==> config.mk <==
export PLATFORM = sky130hd
export DESIGN_NAME = stream_framer
export DESIGN_NICKNAME = d
export VERILOG_FILES = /design/src/rtl/stream_framer.sv
export SDC_FILE = /design/constraint.sdc
export NUM_CORES = 1
export LEC_CHECK = 0
export ABC_AREA = 1
export BUFFER_PORTS_ARGS = -buffer_cell sky130_fd_sc_hd__buf_2
export CORE_AREA = 2 2 86 88
export CTS_BUF_LIST = sky130_fd_sc_hd__clkbuf_4
export CTS_CLUSTER_SIZE = 10
export DETAILED_ROUTE_END_ITERATION = 6
export DIE_AREA = 0 0 88 90
export PLACE_DENSITY = 0.95
export SYNTH_ARGS = -nofsm -noshare
export SYNTH_HDL_FRONTEND = slang
export SYNTH_SLANG_ARGS = --single-unit
==> constraint.sdc <==
create_clock -name ap_clk -period 4.5 [get_ports ap_clk]
set_clock_uncertainty 0.15 [all_clocks]
set_input_delay 0.45 -clock ap_clk [delete_from_list [all_inputs] [get_ports ap_clk]]
set_output_delay 0.45 -clock ap_clk [all_outputs]
set_load 0.03 [all_outputs]
==> src/rtl/stream_framer.sv <==
// stream_framer: wraps a 32-bit result stream into packets made of a header,
// up to PKT_LEN payload words and a trailer, between two ap_fifo-style ports.
//
// Handshake: a word crosses the input port in any cycle where in_V_read=1,
// and in_V_read is only raised while in_V_empty_n=1. A word crosses the
// output port in any cycle where out_V_write=1, and out_V_write is only
// raised while out_V_full_n=1. Payload words move straight from input to
// output in the same cycle, so a payload pop and its push always coincide.
//
// Header  = {MAGIC, seq[15:0]}
// Trailer = {payload word count, 16-bit sum of all payload half-words}
module stream_framer #(
    parameter int unsigned PKT_LEN = 64,
    parameter logic [15:0] MAGIC   = 16'hA5C3
) (
    input  logic        ap_clk,
    input  logic        ap_rst,
    input  logic [31:0] in_V_dout,
    input  logic        in_V_empty_n,
    output logic        in_V_read,
    output logic [31:0] out_V_din,
    input  logic        out_V_full_n,
    output logic        out_V_write,
    input  logic        flush,
    output logic        busy,
    output logic        pkt_done,
    output logic [1:0]  dbg_state_o
);

    typedef enum logic [1:0] {
        S_IDLE = 2'd0,
        S_HDR  = 2'd1,
        S_PAY  = 2'd2,
        S_TRL  = 2'd3
    } state_e;

    // Payload count that closes a packet, widened so PKT_LEN=65535 compares cleanly.
    localparam logic [16:0] LAST_CNT = 17'(PKT_LEN);

    state_e      state_q, state_d;
    logic [15:0] seq_q, seq_d;
    logic [15:0] cnt_q, cnt_d;
    logic [15:0] csum_q, csum_d;
    logic        pkt_done_q, pkt_done_d;
    logic        xfer;

    // Next-state, datapath updates and port handshakes for the current state.
    always_comb begin
        state_d     = state_q;
        seq_d       = seq_q;
        cnt_d       = cnt_q;
        csum_d      = csum_q;
        pkt_done_d  = 1'b0;
        in_V_read   = 1'b0;
        out_V_write = 1'b0;
        out_V_din   = 32'd0;
        xfer        = 1'b0;
        case (state_q)
            S_IDLE: begin
                // Only look at the input; the first payload word stays queued.
                if (in_V_empty_n) begin
                    state_d = S_HDR;
                end
            end
            S_HDR: begin
                out_V_din   = {MAGIC, seq_q};
                out_V_write = out_V_full_n;
                if (out_V_full_n) begin
                    cnt_d   = 16'd0;
                    csum_d  = 16'd0;
                    state_d = S_PAY;
                end
            end
            S_PAY: begin
                xfer        = in_V_empty_n & out_V_full_n;
                out_V_din   = in_V_dout;
                in_V_read   = xfer;
                out_V_write = xfer;
                if (xfer) begin
                    cnt_d  = cnt_q + 16'd1;
                    csum_d = csum_q + in_V_dout[31:16] + in_V_dout[15:0];
                    if (({1'b0, cnt_q} + 17'd1) == LAST_CNT) begin
                        state_d = S_TRL;
                    end
                end else if (flush && !in_V_empty_n && (cnt_q != 16'd0)) begin
                    // Upstream went idle with a partial packet open: close it.
                    state_d = S_TRL;
                end
            end
            S_TRL: begin
                out_V_din   = {cnt_q, csum_q};
                out_V_write = out_V_full_n;
                if (out_V_full_n) begin
                    seq_d      = seq_q + 16'd1;
                    pkt_done_d = 1'b1;
                    state_d    = S_IDLE;
                end
            end
            default: begin
                state_d = S_IDLE;
            end
        endcase
    end

    // State and datapath registers with synchronous reset.
    always_ff @(posedge ap_clk) begin
        if (ap_rst) begin
            state_q    <= S_IDLE;
            seq_q      <= 16'd0;
            cnt_q      <= 16'd0;
            csum_q     <= 16'd0;
            pkt_done_q <= 1'b0;
        end else begin
            state_q    <= state_d;
            seq_q      <= seq_d;
            cnt_q      <= cnt_d;
            csum_q     <= csum_d;
            pkt_done_q <= pkt_done_d;
        end
    end

    assign busy        = (state_q != S_IDLE);
    assign pkt_done    = pkt_done_q;
    assign dbg_state_o = state_q;

endmodule

Word-level counts from Yosys, hierarchy flattened:

Cells that the tools add are included.

* register bits after elaboration: 51
* memories: 0
* input bits: 37
* bits in latches: 0
* bits in writable memories: 0
* bits in read-only memories: 0

* bitwise operators: 2
* equal/unequal tests: 10
* add/sub/neg operators: 5
* multiplexer cells: 16
* $mul: 0
* magnitude comparators: 0
* reduce and logical (&&, ||, !) cells: 12
* divide/modulo/power cells: 0
* shifts and indexed selects: 0

Operators by type and width (count)
* 32-bit case mux with 3 select lines: 1
* 16-bit case mux with 2 select lines: 2
* 16-bit two-way mux: 3
* 16-bit by 1-bit adder with 16-bit output (second input constant): 2
* 16-bit adder: 2
* 16-bit by 1-bit adder with 17-bit output (second input constant): 1
* 17-bit by 7-bit == test with 1-bit output (second input constant): 1
* 16-bit nonzero test: 1
* 2-bit two-way mux: 6
* 2-bit inequality test (second input constant): 4
* 2-bit case mux with 4 select lines: 1
* 3-bit inequality test (second input constant): 2
* 5-bit AND reduction: 1
* 2-bit == test (second input constant): 2
* 2-bit nonzero test: 2
* 2-bit OR reduction: 2
* 3-bit AND reduction: 1
* 2-bit by 1-bit == test with 1-bit output (second input constant): 1
* 1-bit logical AND: 2
* 2-bit zero test: 1
* 1-bit two-way mux: 2
* 1-bit case mux with 2 select lines: 1
* 2-bit AND reduction: 1
* 1-bit AND: 1
* 2 further kinds: 2

Depth between registers and ports, before layout:

Gate-level depths: netlist (run 1).

* word-level depth: 6
* gate-level depth with buffers: 14
* mapped depth without buffers: 14

Worst setup path before layout (run 1):

Ideal clock, no wire load.

* path type: register to output
* from: register state_q[0], in the netlist dbg_state_o[0]
* to: output out_V_din[18]
* setup slack: 1.928 ns
* buffers on the path: 2
* stages on the path, launching flop included: 6
* arrival: 1.972 ns
* cells stage by stage: dfxtp_1 -> ha_1 -> clkbuf_1 -> clkbuf_1 -> nand2_1 -> a21oi_1

* cells in the longest elaborated chain, start to end: 2
* elaborated cells on any way between the ends: 4
* those cells by class: 3 x eq/ne; 1 x mux

Ends and longest elaborated chain
* from (decl): RTL line 40 `state_e state_q, state_d;`
* from (signal assigned): RTL line 114 `state_q <= state_d;`
* 2-bit == test or 2-bit by 1-bit == test with 1-bit output (tied branches): RTL line 58 `case (state_q)`
* 32-bit case mux with 3 select lines (*): RTL line 58
* to (decl): RTL line 21 `output logic [31:0] out_V_din,`

Every way passes the cells marked *; elsewhere a longest branch is shown, timed or not.

Final worst setup path (run 1):

* from: register state_q[1], in the netlist dbg_state_o[1]
* to: output out_V_write

* cells in the longest elaborated chain, start to end: 3
* elaborated cells on any way between the ends: 5
* those cells by class: 3 x eq/ne; 1 x mux; 1 x reduce/logical

Ends and longest elaborated chain
* 2-bit == test or 2-bit by 1-bit == test with 1-bit output (tied branches): RTL line 58
* 2-bit OR reduction (no source line)
* 1-bit case mux with 2 select lines (*): RTL line 58
* to (decl): RTL line 23 `output logic out_V_write,`

Marked as above.

==> results.toml, run 1 <==
[hold_path]
hold_class = "primary input to flop"

[logic_synthesis]
synth.top_cell.area_share = 0.239
syn_area_um2 = 4270
synth_warnings = 0
ys_types = 40
synth_cells = 675
synth.net_count = 751
yosysSeqAreaShare = 0.239
ys_ff_latch = 51
ys_top_cells_by_area = "dfxtp_1 24%, nand2_1 20%, a21oi_1 8.9%"
syn_area_per_cell_um2 = 6.33
synth_area_leader_cell = "dfxtp_1"

[sta]
final.period_utilization = 0.746
rsz0062_at_grt = "no"
fmax_mhz = 298
hold_viol = 0
setup_viol = 0
slew_viol_final = 0
min_period_ns = 3.36
maxSlewHeadroom = 0.496
worstMarginPinSlew_ns = 0.756
fin_tns_setup_ns = 0

[power_and_ir_drop]
pwr_density_cell_nw_per_um2 = 383
p_leak_nw = 2.24
peakVddDrop_v = 0.000169

[finish]
multi_input_area_um2 = 2880
nFillCells = 621
register_area_um2 = 1020
final_common_cell = "nand2_1"
final_cell_mix = "226 x nand2_1, 76 x a21oi_1, 74 x buf_2"
drive_gt1_frac = 0.137
diodes = 0
fin_util = 0.678
layout.nets = 812
area_growth_pct = 11.4

[critical_path]
crit_type = "flop to output port"
crit_family = "buffers and inverters"
critical_path_buf_inv_count = 3
critPathRequiredTime_ns = 3.90
crit_fanout = 15
cp-end-kind = "output port"
critical_path_arrival_ns = 2.76
max_stage_delay_ns = 0.67
cp-start-kind = "flop"
path_cells = "ha_1 -> inv_1 -> nor2_2 -> clkinv_1 -> a21oi_1 -> buf_2"
cp_slowest_cell = "dfxtp_1"

[clocking]
cts_buffers = 5
cts.path.max_buffers = 2
ctsHoldBuffers = 0
clkLatencyLatePin_ns = 0.39
clkSinkCount = 51
cts_root_buf = "clkbuf_4"
htreeDepth = 2
clkSlewWorstSetupHoldPaths_ns = 0.17
cts_tree = "built"
ctsResizeCount = 0
cts_setup_buffers = 0

[die]
die-height_um = 90
initial_core_util = 0.609
die-area_um2 = 7920
rows = 31
core_um2 = 7020
io_pins = 75
die_width_um = 88

[grt]
grt_pass1_vias = 4747
grt_max_degree = 37
overflow = 0
antenna_found_initial = 0
grt_pass1_wl_um = 21700
grt.total_usage = 0.341

[detailed_routing]
viasPerCell = 5.76
routedWlPerCell_um = 15.7
drt-pass1-iter-count = 6
num_vias = 4818
drtAntennaViolNets = 0
routed_wl_um = 13100
drc = 0
drtIter0Drc = 453

[outcome]
status = "finished, final reports clean"

[placement]
numPortBuffers = 74
dp.final_hpwl_um = 10200
gp_congestion = 0.954

[run]
drv_cap = 0
-- layer usage --
layer  vias up  GRT usage  routed length [um]
li1       2318          -                   -
met1      2181      0.423                5280
met2       271      0.570                6350
met3        48     0.0652                1100
met4         0      0.141                 416
met5         -          0                   0
-- per-stage QoR --
stage	cell area (um^2)	worst slack, ns	hold WS, ns	power, mW	std cells
after global placement	4700	1.74	0.320	1.53	828
after detailed placement	4700	1.68	0.334	1.56	828
after CTS	4760	1.26	0.265	1.80	836
final	4760	1.14	0.274	1.83	836
after global routing	4760	1.02	0.254	1.95	836
after floorplan	4270	1.93	0.289	1.27	675
-- worst paths after layout --
path                   from     endpoint  slack (ns)  depth (start not counted)
min reg2reg       csum_q[1]    csum_q[1]        0.37                          2
max reg2reg  dbg_state_o[1]     cnt_q[1]        1.57                          8
min            out_V_full_n     seq_q[0]        0.27                          3
max          dbg_state_o[1]  out_V_write        1.14                          6
-- tightest hold or removal path: stages --
cell	delay, ns
buf_2	0.15
nand2_4	0.11
a21oi_1	0.07
-- synthesized netlist by cell type (all sizes together) --
| cell type | count |
|---|---|
| o22ai | 2 |
| a211oi | 2 |
| o221ai | 1 |
| or2 | 2 |
| dfxtp | 51 |
| o21bai | 3 |
| nor2 | 46 |
| a31oi | 4 |
| o21ba | 1 |
| nand3 | 53 |
| fa | 16 |
| a21o | 2 |
| nor4 | 2 |
| o211a | 1 |
| xor2 | 1 |
| xnor2 | 5 |
| a21oi | 76 |
| o21a | 2 |
| nor3b | 1 |
| and3 | 1 |
| nand4 | 14 |
| clkbuf | 19 |
| ha | 23 |
| nor3 | 7 |
| nand2 | 227 |
| nand3b | 1 |
| inv | 71 |
| clkinv | 1 |
| o21ai | 35 |
| buf | 5 |
-- power breakdown --
group	total, mW	switching [mW]	internal [mW]
clock	0.242	0.176	0.0665
combinational	1.03	0.730	0.300
sequential	0.553	0.0637	0.489
total	1.83	0.969	0.856
-- flip-flops by register name, indices dropped and copies added (netlist names) --
signal,count
seq_q,16
csum_q,16
dbg_state_o,2
pkt_done,1
cnt_q,16
-- layout make-up --
cell class / instances / area share
inverters: 72 / 0.0568
repair buffers: 78 / 0.0841
clock inverters: 3 / 0.00552
well taps: 99 / 0.0260
flip-flops and latches: 51 / 0.214
clock buffers: 5 / 0.00788
multi-input cells: 528 / 0.605
-- cell families after synthesis --
family | Yosys count | synth area share
AO/OA/AOI/OAI | 129 | 0.161
XOR/XNOR | 6 | 0.0123
adder cells (fa/ha/maj) | 39 | 0.142
buffers and inverters | 96 | 0.0864
flip-flops | 51 | 0.239
AND/OR/NAND/NOR | 354 | 0.359
Power figures use the tool's default switching activity.
==> run 2, diff against run 1 <==
- ABC_AREA: 1 -> 0
- CORE_AREA: 2 2 86 88 -> 2 2 91 93
- DIE_AREA: 0 0 88 90 -> 0 0 93 95
- PLACE_DENSITY: 0.95 -> 0.86
- clock period: 4.5 -> 2.8 ns (I/O delays scaled with it)
==> run 2 against run 1 <==
  * Global-route usage is 7.0 points lower
  * Sequential power grew 43%
  * Wire length shrank 10%
  * Via count down 15%
  * Clock power up 45%
  * Synthesized cell count decreased by 29%
  * Register-to-register slack worse by 1.5 ns
  * Hold slack worse by 0.13 ns
  * Design area shrank 2.3%
  * Critical path type is now flop to flop
  * Critical endpoint is now csum_q[14]
==> results.toml, run 2 <==
[power_and_ir_drop]
combPwrFrac = 0.602
peakVddDrop_v = 0.000555
switching_power_mw = 1.43
p_clk_frac = 0.122
p_leak_nw = 1.91
seq_power_share = 0.276
switching_share = 0.501
pwr_density_cell_nw_per_um2 = 615
intPower_mw = 1.43
power_mw = 2.86

[detailed_routing]
drtIter0Drc = 492
num_vias = 4113
drtAntennaViolNets = 0
routedWlPerCell_um = 17.9
drt-pass1-iter-count = 6
viasPerCell = 6.20
drc = 0
routed_wl_um = 11800

[die]
io_pins = 75
die_width_um = 93
die-area_um2 = 8840
die-height_um = 95
initial_core_util = 0.498
rows = 33
core_um2 = 7930

[sta]
hold_ws_ns = 0.144
setup_ws_ns = 0.0280
rsz0062_at_grt = "yes"
final.period_utilization = 0.990
maxSlewHeadroom = 0.549
slew_viol_final = 0
fmax_mhz = 361
min_period_ns = 2.77
worstMarginPinSlew_ns = 0.674
setup_viol = 0
fin_tns_setup_ns = 0
hold_viol = 0

[finish]
drive_gt1_frac = 0.246
final_common_cell = "buf_2"
layout.nets = 633
diodes = 0
nFillCells = 689
area_growth_pct = 17.9
multi_input_area_um2 = 2800
register_area_um2 = 1030
postLayoutCellArea_um2 = 4650
fin_util = 0.587
instances_no_fill = 663
reg_top3 = "cnt_q x16, csum_q x16, seq_q x16"
final_cell_mix = "74 x buf_2, 66 x nor2_1, 49 x dfxtp_1"

[logic_synthesis]
ys_top_cells_by_area = "dfxtp_1 26%, fa_1 8.1%, ha_1 7.3%"
async_reset_ff_frac = 0
synth.top_cell.area_share = 0.259
yosysSeqAreaShare = 0.259
synth_cells = 480
ys_types = 57
yosysMostFrequentCell = "nor2_1"
synth_warnings = 0
synth_area_leader_cell = "dfxtp_1"
synth_top_flop_cell = "dfxtp_1"
syn_area_um2 = 3950
ys_ff_latch = 51
synth_common_cells = "66 x nor2_1, 51 x dfxtp_1, 42 x a21oi_1"
synth-edff-count = 0
syn_area_per_cell_um2 = 8.22
synth.net_count = 556

[critical_path]
crit_family = "compound AO/OA/AOI/OAI gates"
cp_slowest_cell = "fa_2"
critical_path_arrival_ns = 2.91
crit_type = "flop to flop"
cp-end-kind = "flop"
max_stage_delay_ns = 0.61
path_cells = "fa_2 -> ha_4 -> a21o_1 -> a21oi_2 -> o21ai_2 -> a311oi_1 -> buf_4 -> o21ai_1 -> xor2_1 -> a22o_1"
critical_path_buf_inv_count = 1
crit_fanout = 3
critPathRequiredTime_ns = 2.94
cp-start-kind = "flop"

[grt]
overflow = 0
grt.total_usage = 0.270
antenna_found_initial = 0
grt_pass1_wl_um = 18900
grt_max_degree = 42
grt_pass1_vias = 3926

[placement]
dp.final_hpwl_um = 8580
gp_congestion = 0.898
pre_cts_ws_ns = -0.198
placed_cell_area_um2 = 4510
numPortBuffers = 74
place_inst = 649

[hold_path]
hold_class = "primary input to flop"

[run]
drv_cap = 0

[clocking]
cts_buffers = 5
cts_root_buf = "clkbuf_4"
clkSinkCount = 51
cts_tree = "built"
cts.path.max_buffers = 2
htreeDepth = 2
clkSlewWorstSetupHoldPaths_ns = 0.16
clkLatencyLatePin_ns = 0.38

[outcome]
status = "finished, final reports clean"
==> run 2: kinds of logic after synthesis <==
kind of cell | share of synthesized area
buf+inv | 0.0431
flops | 0.259
fa+ha+maj | 0.154
compound gates | 0.254
simple gates | 0.215
xor+xnor | 0.0666
mux | 0.00856
==> run 2: path summary, 6_finish.rpt <==
path / startpoint / end / slack, ns / depth (start not counted)
worst max-delay path: csum_q[2] / csum_q[14] / 0.03 / 10
worst min-delay path: ap_rst / seq_q[9] / 0.14 / 2
worst max register to register: csum_q[2] / csum_q[14] / 0.03 / 10
worst min register to register: csum_q[0] / csum_q[0] / 0.35 / 2
==> run 2: layout make-up <==
class	count	area share
clock buffer	6	0.00968
multi-input combinational	386	0.602
inverter	11	0.00968
sequential	51	0.220
clock inverter	2	0.00269
timing repair buffer	102	0.127
tap	105	0.0282
==> run 2: timing repair <==
| action | CTS | global route |
|---|---|---|
| buffers inserted | 0 | 6 |
| pin swaps | 1 | 5 |
| hold buffers | 0 | 0 |
| endpoints found under the setup margin | 5 | 7 |
| gates resized for setup | 7 | 8 |
==> run 2: metal layers <==
layer / part of all wire / vias up / track usage
met5: 0 / - / 0
met4: 0.040 / 0 / 0.135
met3: 0.087 / 37 / 0.0455
met2: 0.47 / 251 / 0.454
met1: 0.40 / 1904 / 0.337
li1: - / 1921 / -
==> run 2: power groups by stage <==
stage                     Combinational, mW  Clock, mW  Sequential (mW)
after floorplan                        1.12          0            0.825
after global placement                 1.62          0            0.803
after detailed placement               1.65          0            0.805
after CTS                              1.66      0.363            0.790
after global routing                   1.86      0.385            0.795
final                                  1.72      0.350            0.790
